**config.mk**
```make
export PLATFORM = sky130hd
export DESIGN_NAME = m_pwm_bank
export DESIGN_NICKNAME = d
export VERILOG_FILES = /design/src/rtl/m_pwm_bank.sv
export SDC_FILE = /design/constraint.sdc
export NUM_CORES = 1
export LEC_CHECK = 0
export BUFFER_PORTS_ARGS = -buffer_cell sky130_fd_sc_hd__buf_2
export CORE_ASPECT_RATIO = 1.4
export CORE_MARGIN = 5
export CORE_UTILIZATION = 35
export DETAILED_ROUTE_END_ITERATION = 6
export GPL_TIMING_DRIVEN = 1
export PLACE_DENSITY = 0.55
export SETUP_SLACK_MARGIN = 0.02
export SKIP_LAST_GASP = 1
export SLEW_MARGIN = 20
export SYNTH_ARGS = -nofsm -noshare
export SYNTH_HDL_FRONTEND = slang
export SYNTH_SLANG_ARGS = --single-unit
```
**constraint.sdc**
```tcl
create_clock -name CLK -period 3.1 [get_ports CLK]
set_input_delay 0.31 -clock CLK [delete_from_list [all_inputs] [get_ports CLK]]
set_output_delay 0.31 -clock CLK [all_outputs]
set_load 0.005 [all_outputs]
```
**src/rtl/m_pwm_bank.sv**
```systemverilog
// m_pwm_bank: multi-channel PWM bank with one shared period counter; new duties apply at the period boundary.
// Optional feature macro PWM_BANK_FADE_EN: active duty steps +/-1 per period toward target instead of jumping.
module m_pwm_bank #(
    parameter int CH      = 16,
    parameter int W       = 4,
    parameter int STAGGER = 1
) (
    input  logic            CLK,
    input  logic            RST,
    input  logic            CE,
    input  logic            LOAD,
    input  logic [CH*W-1:0] DAT_I,
    output logic [CH-1:0]   PWM_P,
    output logic [CH-1:0]   PWM_N,
    output logic            PERIOD_END,
    output logic            BUSY
);

    logic [W-1:0]           r_cnt;
    logic [CH-1:0][W-1:0]   r_target;
    logic [CH-1:0][W-1:0]   r_active;
    logic [CH-1:0][W-1:0]   w_target_nxt;
    logic [CH-1:0][W-1:0]   w_active_nxt;
    logic [CH-1:0]          w_pwm;
    logic                   w_boundary;
    logic                   w_busy_nxt;

    assign w_boundary = CE && (r_cnt == {W{1'b1}});

    // Next-state target/active values; BUSY is judged on these so it tracks the post-edge state.
    always_comb begin
        w_busy_nxt = 1'b0;
        for (int i = 0; i < CH; i++) begin
            if (LOAD) begin
                w_target_nxt[i] = DAT_I[i*W +: W];
            end else begin
                w_target_nxt[i] = r_target[i];
            end
            if (w_boundary) begin
`ifdef PWM_BANK_FADE_EN
                if (r_active[i] < r_target[i]) begin
                    w_active_nxt[i] = r_active[i] + {{(W-1){1'b0}}, 1'b1};
                end else if (r_active[i] > r_target[i]) begin
                    w_active_nxt[i] = r_active[i] - {{(W-1){1'b0}}, 1'b1};
                end else begin
                    w_active_nxt[i] = r_active[i];
                end
`else
                // Pre-edge target is used, so a LOAD on the boundary waits one more period.
                w_active_nxt[i] = r_target[i];
`endif
            end else begin
                w_active_nxt[i] = r_active[i];
            end
            w_busy_nxt = w_busy_nxt | (w_active_nxt[i] != w_target_nxt[i]);
        end
    end

    // Per-channel compare against the phase-shifted local count; offsets are fixed at elaboration.
    for (genvar g = 0; g < CH; g++) begin : g_ch
        localparam int OFF = (STAGGER != 0) ? (((g * (2**W)) / CH) % (2**W)) : 0;
        localparam logic [W-1:0] OFF_W = OFF[W-1:0];
        logic [W-1:0] w_lc;
        assign w_lc     = r_cnt + OFF_W;
        assign w_pwm[g] = (w_lc < r_active[g]);
    end

    // Shared period counter, advanced only on CE ticks.
    always_ff @(posedge CLK or negedge RST) begin
        if (!RST) begin
            r_cnt <= '0;
        end else if (CE) begin
            r_cnt <= r_cnt + {{(W-1){1'b0}}, 1'b1};
        end else begin
            r_cnt <= r_cnt;
        end
    end

    // Duty registers: target follows LOAD, active changes only at the boundary.
    always_ff @(posedge CLK or negedge RST) begin
        if (!RST) begin
            r_target <= '0;
            r_active <= '0;
        end else begin
            r_target <= w_target_nxt;
            r_active <= w_active_nxt;
        end
    end

    // Registered outputs; PWM_N is driven from the same compare so both edges coincide.
    always_ff @(posedge CLK or negedge RST) begin
        if (!RST) begin
            PWM_P      <= '0;
            PWM_N      <= '1;
            PERIOD_END <= 1'b0;
            BUSY       <= 1'b0;
        end else begin
            PWM_P      <= w_pwm;
            PWM_N      <= ~w_pwm;
            PERIOD_END <= w_boundary;
            BUSY       <= w_busy_nxt;
        end
    end

endmodule

```
==> results.sh, run 1 <==
export IMPL_relSlewSlack_pct=50.5
export IMPL_p_per_area_nw_per_um2=1020
export IMPL_end_kind="flop"
export IMPL_htree_num_levels=4
export IMPL_place_inst=1147
export IMPL_crit_required_ns=3.42
export IMPL_synth_largest_area_cell="dfrtp_1"
export IMPL_synth_top_flop_cell="dfrtp_1"
export IMPL_power_mw=10.3
export IMPL_reg2reg_slack_ns=0.1
export IMPL_startpoint_type="flop"
export IMPL_numCtsBuffers=17
export IMPL_synth_nets=842
export IMPL_status="complete, no violations"
export IMPL_clk_pin_slew_ns=0.07
export IMPL_busiest_layer="met2"
export IMPL_timing_rr_start="r_cnt[0]"
export IMPL_clockRootBuffer="clkbuf_16"
export IMPL_clock_path_buffers=2
export IMPL_whs_ns=0.131
export IMPL_min_period_over_period_pct=96.9
export IMPL_min_path_cells=2
export IMPL_antenna_found_initial=0
export IMPL_n_antenna_cell=0
export IMPL_dp_slack_ns=-0.0163
export IMPL_max_freq_mhz=333
export IMPL_drive_gt1_share_pct=32.5
export IMPL_rows=65
export IMPL_avgSynthCellArea_um2=11.3
export IMPL_setup_slack_ns=0.0952
export IMPL_vias=5647
export IMPL_synth_seq_cells=166
export IMPL_grt_first_pass_wirelength_um=34600
export IMPL_synth_top_family_by_area="multiplexers"
export IMPL_synth_warning_count=0
export IMPL_ir_drop_uv=508
export IMPL_io_pins=102
export IMPL_die_area_um2=26300
export IMPL_multi_input_comb_area_um2=3440
export IMPL_synthCells=718
export IMPL_synth_xor_xnor_area_share_pct=2.60
export IMPL_yosysSeqAreaShare_pct=51.6
export IMPL_cp_arrival_ns=3.33
export IMPL_cts_sinks=166
export IMPL_p_leak_nw=5.10
export IMPL_crit_buf_inv=3
export IMPL_synthTopCellsByArea="dfrtp_1 46%, ha_1 8.7%, mux2_2 8.6%, inv_1 5.9%, dfstp_2 5.2%"
export IMPL_muxShareOfSynthArea_pct=13.6
export IMPL_wl_per_cell_um=19.4
export IMPL_overflow=0
export IMPL_synth_common_cells="150 x dfrtp_1, 127 x inv_1, 62 x mux2_2, 56 x ha_1, 48 x nand2_1"
export IMPL_setup_tns_ns=0
export IMPL_grtUsageTotal_pct=17.5
export IMPL_setup_worst_path_start="r_cnt[0]"
export IMPL_postLayoutCoreUtil_pct=44.4
export IMPL_drt_iter0_drc=293
export IMPL_worstHoldStart="DAT_I[14]"
export IMPL_yosys_area_share_simple_pct=6.13
export IMPL_io_buffers=101
export IMPL_slowest_delay_ns=0.52
export IMPL_final_area_um2=10100
export IMPL_path_cells="ha_4 > nand3_4 > clkinv_8 > buf_6 > mux2i_4 > o22ai_1 > a211oi_1 > buf_4 > nand4_1 > or4_1 > or4_1"
export IMPL_timing_final_hold_violations=0
export IMPL_synth_top_area_share_pct=46.4
export IMPL_synth_edf_count=0
export IMPL_reg2reg_depth=11
export IMPL_gr_usage_met2_pct=32.2
export IMPL_cpLargestDelayFamily="simple AND/OR/NAND/NOR gates"
export IMPL_synth_adder_area_share_pct=8.66
export IMPL_hpwl_um=17800
export IMPL_holdPathEnd="r_target[14]"
export IMPL_die_h_um=190
export IMPL_use_met3_pct=2.97
export IMPL_nets=996
export IMPL_hp_class="input port to flop"
export IMPL_grt_max_degree=75
export IMPL_synth_area_um2=8090
export IMPL_fin_crit_ns=3.00
export IMPL_tritoncts="done"
export IMPL_finalClockSkew_ns=0.0118
export IMPL_drtAntennaViolNets=0
export IMPL_drc=0
export IMPL_grt_pass1_vias=5952
export IMPL_cpMostUsedCell="or4_1"
export IMPL_start_util_pct=35.6
export IMPL_synth_compound_area_share_pct=9.89
export IMPL_slew_violations=0
export IMPL_grt_util_met1_pct=20.7
export IMPL_path_class="flop to flop"
export IMPL_post_drt_via_cell_ratio=4.77
export IMPL_ys_types=38
export IMPL_core_area_um2=22700
export IMPL_tightestPinTransition_ns=0.743
export IMPL_routed_wl_um=23000
export IMPL_final_fill_count=2177
export IMPL_regArea_um2=4170
export IMPL_place_area_um2=9250
export IMPL_r2r_end="BUSY"
export IMPL_async_reset_ff_share_pct=100
export IMPL_first_pass_iters=4
export IMPL_synth_most_common_cell="dfrtp_1"
export IMPL_layout_cells_non_filler=1185
export IMPL_setup_viol=0
export IMPL_gp_congestion=0.907
export IMPL_slowest_stage="or4_1"
export IMPL_syn2layout_area_growth_pct=24.7
export IMPL_worstSkewPairLatency_ns=0.45
export IMPL_crit_path_max_fanout=7
export IMPL_die_w_um=138
export IMPL_max_cap_violations=0
how the worst max path moves through the flow:
| stage | endpoint | depth (start not counted) | slack [ns] |
|---|---|---|---|
| 6_report | BUSY | 11 | 0.1 |
| 5_1_grt | BUSY | 11 | -0.01 |
| 4_1_cts | BUSY | 11 | 0.03 |
| 3_5_place_dp | BUSY | 11 | -0.02 |
| 3_3_place_gp | BUSY | 8 | 0.09 |
| 2_1_floorplan | BUSY | 10 | 0.19 |
flip-flops by register name, summed over array words and instances (netlist names):
name,count
r_target,64
BUSY,1
PWM_P,16
r_active,64
PWM_N,16
PERIOD_END,1
r_cnt,4
cell families (layout without fill, tap and decap cells):
kind of cell,Yosys count,after routing
AND/OR/NAND/NOR,103,103
flip-flops,166,166
multiplexers,102,102
adder cells (fa/ha/maj),56,56
AO/OA/AOI/OAI,119,119
buffers and inverters,148,314
XOR/XNOR,24,24
power breakdown:
| group | total (mW) | leakage (nW) | switching, mW | internal (mW) |
|---|---|---|---|---|
| sequential | 3.37 | 1.97 | 0.367 | 3.00 |
| combinational | 4.74 | 2.84 | 2.71 | 2.03 |
| clock | 2.21 | 0.287 | 0.917 | 1.29 |
| total | 10.3 | 5.10 | 3.99 | 6.32 |
routing by layer:
layer  up-vias  part of all wire, %  routed length [um]
li1       2723                    -                   -
met1      2777                   40                9200
met2       121                   54               12400
met3        26                  3.9                 900
met4         0                  2.2                 497
met5         -                    0                   0
repair_timing:
item / 4_1_cts / 5_1_grt
buffers inserted: 0 / 4
hold endpoints to repair: 70 / 0
hold buffers: 1 / 0
gates cloned: 0 / 2
gates resized for setup: 1 / 28
pin swaps: 0 / 7
setup endpoints to repair: 1 / 1
layout by cell type, fill, tap and decap left out, drive strengths merged:
cell type    instances
bufinv               3
nor2                17
nand4b               2
nor4                 5
nand2               48
a22oi                5
a22o                 6
buf                151
a211oi               7
a21boi              17
or4b                 1
a21oi               13
o21ai               29
inv                133
nor3                 3
o211ai               1
o22ai               18
dfrtp              150
mux2                62
dfstp               16
mux2i               40
or4                  2
xor2                15
a21o                17
a221oi               5
nand4                4
clkinv               3
ha                  56
clkinvlp             4
o2111ai              1
dlygate4sd3          1
nand2b              16
xnor2                9
clkbuf              19
nand3                5
worst register-to-register path: cells and delay by family (launching register included):
family | cells | cell delay (ns)
AND/OR/NAND/NOR | 4 | 1.28
buffers and inverters | 3 | 0.45
flip-flops | 1 | 0.40
AO/OA/AOI/OAI | 2 | 0.31
multiplexers | 1 | 0.26
adder cells (fa/ha/maj) | 1 | 0.17
final cells by class:
class | count | share of cell area, %
Inverter | 129 | 4.93
Sequential cell | 166 | 41.4
Clock inverter | 13 | 1.70
Clock buffer | 18 | 4.35
Timing Repair Buffer | 153 | 9.71
Tap cell | 301 | 3.73
Timing Repair inverter | 1 | 0.0868
Multi-Input combinational cell | 404 | 34.1
Power figures use the tool's default switching activity.
==> inputs of run 2 (changes only) <==
--- a/config.mk
+++ b/config.mk
@@ -7,7 +7,7 @@
 export LEC_CHECK = 0
 export BUFFER_PORTS_ARGS = -buffer_cell sky130_fd_sc_hd__buf_2
 export CORE_ASPECT_RATIO = 1.4
-export CORE_MARGIN = 5
+export CORE_MARGIN = 2
 export CORE_UTILIZATION = 35
 export DETAILED_ROUTE_END_ITERATION = 6
 export GPL_TIMING_DRIVEN = 1
==> run 2 against run 1 <==
First-iteration DRC count shrank 5.5%. Via count grew 1.5%. Combinational power shrank 1%. Register-to-register slack is essentially flat. Utilization grew 0.094 points. Largest cell class unchanged. Clock skew is essentially flat.
==> results.sh, run 2 (synthesized netlist as in run 1, its figures left out) <==
export IMPL_status="complete, no violations"
export IMPL_worstHoldStart="DAT_I[47]"
export IMPL_grt_first_pass_wirelength_um=34100
export IMPL_routed_wl_um=22400
export IMPL_htree_num_levels=4
export IMPL_busiest_layer="met2"
export IMPL_start_util_pct=35.8
export IMPL_max_freq_mhz=334
export IMPL_grt_util_met1_pct=22.3
export IMPL_path_class="flop to flop"
export IMPL_p_leak_nw=5.13
export IMPL_n_antenna_cell=0
export IMPL_drt_iter0_drc=277
export IMPL_clock_path_buffers=2
export IMPL_reg2reg_depth=10
export IMPL_slowest_stage="or4_1"
export IMPL_gr_usage_met2_pct=34.1
export IMPL_r2r_end="BUSY"
export IMPL_post_drt_via_cell_ratio=4.81
export IMPL_tritoncts="done"
export IMPL_pwr_share_clk_pct=21.2
export IMPL_layout_common_cells="150 x dfrtp_1, 127 x inv_1, 100 x buf_2, 62 x mux2_2, 54 x ha_1"
export IMPL_use_met3_pct=3.42
export IMPL_drtAntennaViolNets=0
export IMPL_drive_gt1_share_pct=32.6
export IMPL_gp_congestion=0.921
export IMPL_grtUsageTotal_pct=18.9
export IMPL_syn2layout_area_growth_pct=24.5
export IMPL_die_area_um2=24400
export IMPL_setup_viol=0
export IMPL_rows=65
export IMPL_io_buffers=101
export IMPL_die_w_um=132
export IMPL_relSlewSlack_pct=56.6
export IMPL_hp_class="input port to flop"
export IMPL_p_int_mw=6.23
export IMPL_final_fill_count=2236
export IMPL_slowest_delay_ns=0.52
export IMPL_cp_arrival_ns=3.32
export IMPL_nets=1001
export IMPL_wl_per_cell_um=18.8
export IMPL_cts_sinks=166
export IMPL_timing_final_hold_violations=0
export IMPL_switchingPower_mw=3.98
export IMPL_setup_worst_path_start="r_cnt[2]"
export IMPL_p_per_area_nw_per_um2=1010
export IMPL_slew_violations=0
export IMPL_first_pass_iters=6
export IMPL_path_cells="ha_4 > nand3_4 > buf_12 > inv_8 > mux2_2 > nand2_1 > o21ai_1 > nor4_2 > or4b_4 > or4_1"
export IMPL_overflow=0
export IMPL_clk_pin_slew_ns=0.07
export IMPL_finalClockSkew_ns=0.0119
export IMPL_io_pins=102
export IMPL_crit_required_ns=3.42
export IMPL_crit_path_end="BUSY"
export IMPL_rsz0062_at_grt="yes"
export IMPL_core_area_um2=22600
export IMPL_worstSkewPairLatency_ns=0.45
export IMPL_switching_share_pct=39.0
export IMPL_power_mw=10.2
export IMPL_top_regs="r_active: 64 flops, r_target: 64 flops"
export IMPL_tightestPinTransition_ns=0.651
export IMPL_antenna_found_initial=0
export IMPL_clockRootBuffer="clkbuf_16"
export IMPL_fin_crit_ns=2.99
export IMPL_hpwl_um=17200
export IMPL_reg2reg_slack_ns=0.11
export IMPL_startpoint_type="flop"
export IMPL_seqPwrFrac_pct=33.1
export IMPL_crit_path_max_fanout=8
export IMPL_drc=0
export IMPL_final_common_cell="dfrtp_1"
export IMPL_ir_drop_uv=487
export IMPL_min_period_over_period_pct=96.6
export IMPL_timing_rr_start="r_cnt[2]"
export IMPL_grt_max_degree=115
export IMPL_setup_tns_ns=0
export IMPL_vias=5731
export IMPL_die_h_um=184
export IMPL_max_cap_violations=0
export IMPL_numCtsBuffers=17
export IMPL_grt_pass1_vias=5926
export IMPL_end_kind="flop"
export IMPL_comb_power_share_pct=45.7
## run 2: repair_timing
item | 4_1_cts | 5_1_grt
pin swaps | 0 | 10
setup endpoints to repair | 1 | 1
gates resized for setup | 3 | 27
buffers inserted | 0 | 14
cloned | 0 | 2
endpoints found under the hold margin | 43 | 0
hold buffers | 1 | 0
## run 2: power groups by stage
stage	sequential (mW)	clock (mW)	combinational, mW
detailed placement	3.40	0	4.53
global placement	3.39	0	4.46
CTS	3.36	2.21	4.57
finish	3.38	2.17	4.67
floorplan	3.30	0	2.85
global route	3.46	2.30	5.33
## run 2: per-layer routing
metal / share of wire [%] / routed length, um / vias to the layer above
met5: 0 / 0 / -
met4: 3.1 / 683 / 0
met3: 3.1 / 698 / 37
met2: 52 / 11700 / 129
met1: 42 / 9320 / 2825
li1: - / - / 2740
## run 2: final cells by class
| type | instances | area [um2] | area share (%) |
|---|---|---|---|
| clock buffer | 18 | 429 | 4.26 |
| clock inverter | 14 | 164 | 1.63 |
| inverter | 129 | 497 | 4.93 |
| multi-input combinational | 404 | 3400 | 33.8 |
| sequential | 166 | 4170 | 41.5 |
| tap | 301 | 377 | 3.74 |
| timing repair buffer | 157 | 1000 | 9.98 |
| timing repair inverter | 2 | 20.0 | 0.199 |
## run 2: worst max-delay path: cells and delay by family, from the launching register on
family	cells	cell delay, ns
compound gates	1	0.12
fa+ha+maj	1	0.18
flops	1	0.40
simple gates	5	1.52
mux	1	0.36
buf+inv	2	0.30
## run 2: per-stage QoR
stage / worst slack, ns / hold WS [ns] / util (%) / area (um2) / instances
2_1_floorplan: 0.194 / 0.0144 / - / 8090 / 718
3_3_place_gp: 0.0135 / 0.293 / 40.7 / 9200 / 1142
3_5_place_dp: -0.0502 / 0.295 / 40.7 / 9200 / 1142
4_1_cts: 0.0352 / 0.115 / 43.4 / 9810 / 1175
5_1_grt: 0.00933 / 0.123 / 44.5 / 10100 / 1191
6_report: 0.105 / 0.129 / 44.5 / 10100 / 1191
## run 2: worst min path at each step
stage,to,slack [ns],cells after the start
detailed placement,r_target[21],0.30,1
floorplan,BUSY,0.01,0
global placement,r_target[21],0.29,1
CTS,r_target[47],0.12,2
global route,r_target[10],0.12,2
finish,r_target[47],0.13,2
==> inputs of run 3 (changes only) <==
--- a/config.mk
+++ b/config.mk
@@ -11,8 +11,8 @@
 export CORE_UTILIZATION = 35
 export DETAILED_ROUTE_END_ITERATION = 6
 export GPL_TIMING_DRIVEN = 1
-export PLACE_DENSITY = 0.55
-export SETUP_SLACK_MARGIN = 0.02
+export PLACE_DENSITY = 0.53
+export SETUP_SLACK_MARGIN = 0.2
 export SKIP_LAST_GASP = 1
 export SLEW_MARGIN = 20
 export SYNTH_ARGS = -nofsm -noshare
==> constraint.sdc (replaced) <==
create_clock -name CLK -period 3.8 [get_ports CLK]
set_input_delay 0.76 -clock CLK [delete_from_list [all_inputs] [get_ports CLK]]
set_output_delay 0.76 -clock CLK [all_outputs]
set_load 0.005 [all_outputs]
==> run 3 against run 2 <==
Global-route usage increased by 0.12 points. Final cell count decreased by 2.7%. Clock power decreased by 21%. Sequential power decreased by 19%. First-iteration DRC count increased by 15%. Wire length decreased by 1.8%. Combinational power decreased by 24%. Worst hold slack improved by 0.16 ns. Critical path depth unchanged. Utilization decreased by 1.8 points. Final area decreased by 4.2%. Sequential share of layout area increased by 1.8 points. Critical endpoint unchanged.
==> results.sh, run 3 (synthesized netlist as in run 1, its figures left out) <==
export IMPL_die_area_um2=24400
export IMPL_first_pass_iters=4
export IMPL_relSlewSlack_pct=65.3
export IMPL_io_pins=102
export IMPL_grtUsageTotal_pct=19.0
export IMPL_tightestPinTransition_ns=0.520
export IMPL_reg2reg_depth=10
export IMPL_drc=0
export IMPL_cts_sinks=166
export IMPL_fin_crit_ns=3.28
export IMPL_drive_gt1_share_pct=28.4
export IMPL_tritoncts="done"
export IMPL_die_w_um=132
export IMPL_p_per_area_nw_per_um2=827
export IMPL_max_freq_mhz=305
export IMPL_slew_violations=0
export IMPL_cp_arrival_ns=3.58
export IMPL_core_area_um2=22600
export IMPL_worstSkewPairLatency_ns=0.44
export IMPL_nets=969
export IMPL_status="complete, no violations"
export IMPL_final_fill_count=2250
export IMPL_routed_wl_um=21900
export IMPL_setup_viol=0
export IMPL_antenna_found_initial=0
export IMPL_clk_pin_slew_ns=0.07
export IMPL_syn2layout_area_growth_pct=19.3
export IMPL_startpoint_type="flop"
export IMPL_htree_num_levels=4
export IMPL_cts_setup_buffers=0
export IMPL_vias=5497
export IMPL_top_regs="r_active: 64 flops, r_target: 64 flops"
export IMPL_clockRootBuffer="clkbuf_16"
export IMPL_numCtsBuffers=17
export IMPL_n_antenna_cell=0
export IMPL_ctsResizeCount=0
export IMPL_die_h_um=184
export IMPL_path_class="flop to flop"
export IMPL_crit_required_ns=4.10
export IMPL_wl_per_cell_um=18.9
export IMPL_p_leak_nw=4.93
export IMPL_crit_path_max_fanout=18
export IMPL_grt_pass1_vias=5949
export IMPL_max_cap_violations=0
export IMPL_layout_common_cells="150 x dfrtp_1, 127 x inv_1, 100 x buf_2, 62 x mux2_2, 56 x ha_1"
export IMPL_hold_buffers=0
export IMPL_min_period_over_period_pct=86.3
export IMPL_setup_tns_ns=0
export IMPL_overflow=0
export IMPL_rsz0062_at_grt="no"
export IMPL_clock_path_buffers=2
export IMPL_ir_drop_uv=360
export IMPL_final_common_cell="dfrtp_1"
export IMPL_finalClockSkew_ns=0.0126
export IMPL_rows=65
export IMPL_hpwl_um=17300
export IMPL_post_drt_via_cell_ratio=4.74
export IMPL_start_util_pct=35.8
export IMPL_grt_max_degree=79
export IMPL_timing_final_hold_violations=0
export IMPL_whs_ns=0.286
export IMPL_place_inst=1127
export IMPL_layout_cells_non_filler=1159
export IMPL_gp_congestion=0.936
export IMPL_hp_class="input port to asynchronous set/reset pin"
export IMPL_io_buffers=101
export IMPL_drtAntennaViolNets=0
export IMPL_drt_iter0_drc=319
export IMPL_grt_first_pass_wirelength_um=34200
export IMPL_end_kind="flop"
==> run 3: cell type report <==
cell class | instances | area (um2) | area share, %
inverters | 129 | 487 | 5.04
multi-input cells | 404 | 3300 | 34.2
clock inverters | 14 | 139 | 1.44
clock buffers | 18 | 439 | 4.55
well taps | 301 | 377 | 3.90
repair buffers | 127 | 732 | 7.58
flip-flops and latches | 166 | 4170 | 43.2
==> run 3: critical path: stages (launching register included) <==
cell and delay, ns:
dfrtp_1 0.36, ha_1 0.26, nand3_4 0.11, inv_4 0.23
buf_4 0.23, mux2_2 0.36, a22o_1 0.21, a221oi_2 0.20
nand4_1 0.12, or4_1 0.51, or4_1 0.53
==> run 3: worst paths after layout <==
path                                  start           end  slack [ns]
worst max-delay path               r_cnt[0]          BUSY        0.52
worst min-delay path                    RST  r_target[25]        0.29
worst max register to register     r_cnt[0]          BUSY        0.52
worst min register to register  r_target[4]   r_active[4]        0.52
max in group asynchronous               RST      PWM_N[0]        2.63
min in group CLK                r_target[4]   r_active[4]        0.52
==> run 3: power by group <==
| part | total (mW) | internal [mW] | switching, mW | leakage, nW |
|---|---|---|---|---|
| Sequential | 2.73 | 2.45 | 0.288 | 1.97 |
| Clock | 1.72 | 0.938 | 0.779 | 0.277 |
| Combinational | 3.54 | 1.47 | 2.06 | 2.68 |
==> run 3: per-layer routing <==
layer  part of all wire [%]  global-route usage, %  up-vias  wire, um
met5                      0                      0        -         0
met4                    3.9                   9.59        0       856
met3                    3.8                   2.78       44       827
met2                     49                   32.7      128     10900
met1                     43                   23.2     2656      9400
li1                       -                      -     2669         -
==> run 3: metrics by stage <==
step	cell area, um2	setup WS [ns]	util, %	power (mW)
2_1_floorplan	8090	0.750	-	5.01
3_3_place_gp	9070	0.285	40.1	6.31
3_5_place_dp	9070	0.187	40.1	6.36
4_1_cts	9650	0.498	42.7	8.11
5_1_grt	9650	0.284	42.7	8.76
6_report	9650	0.522	42.7	7.99
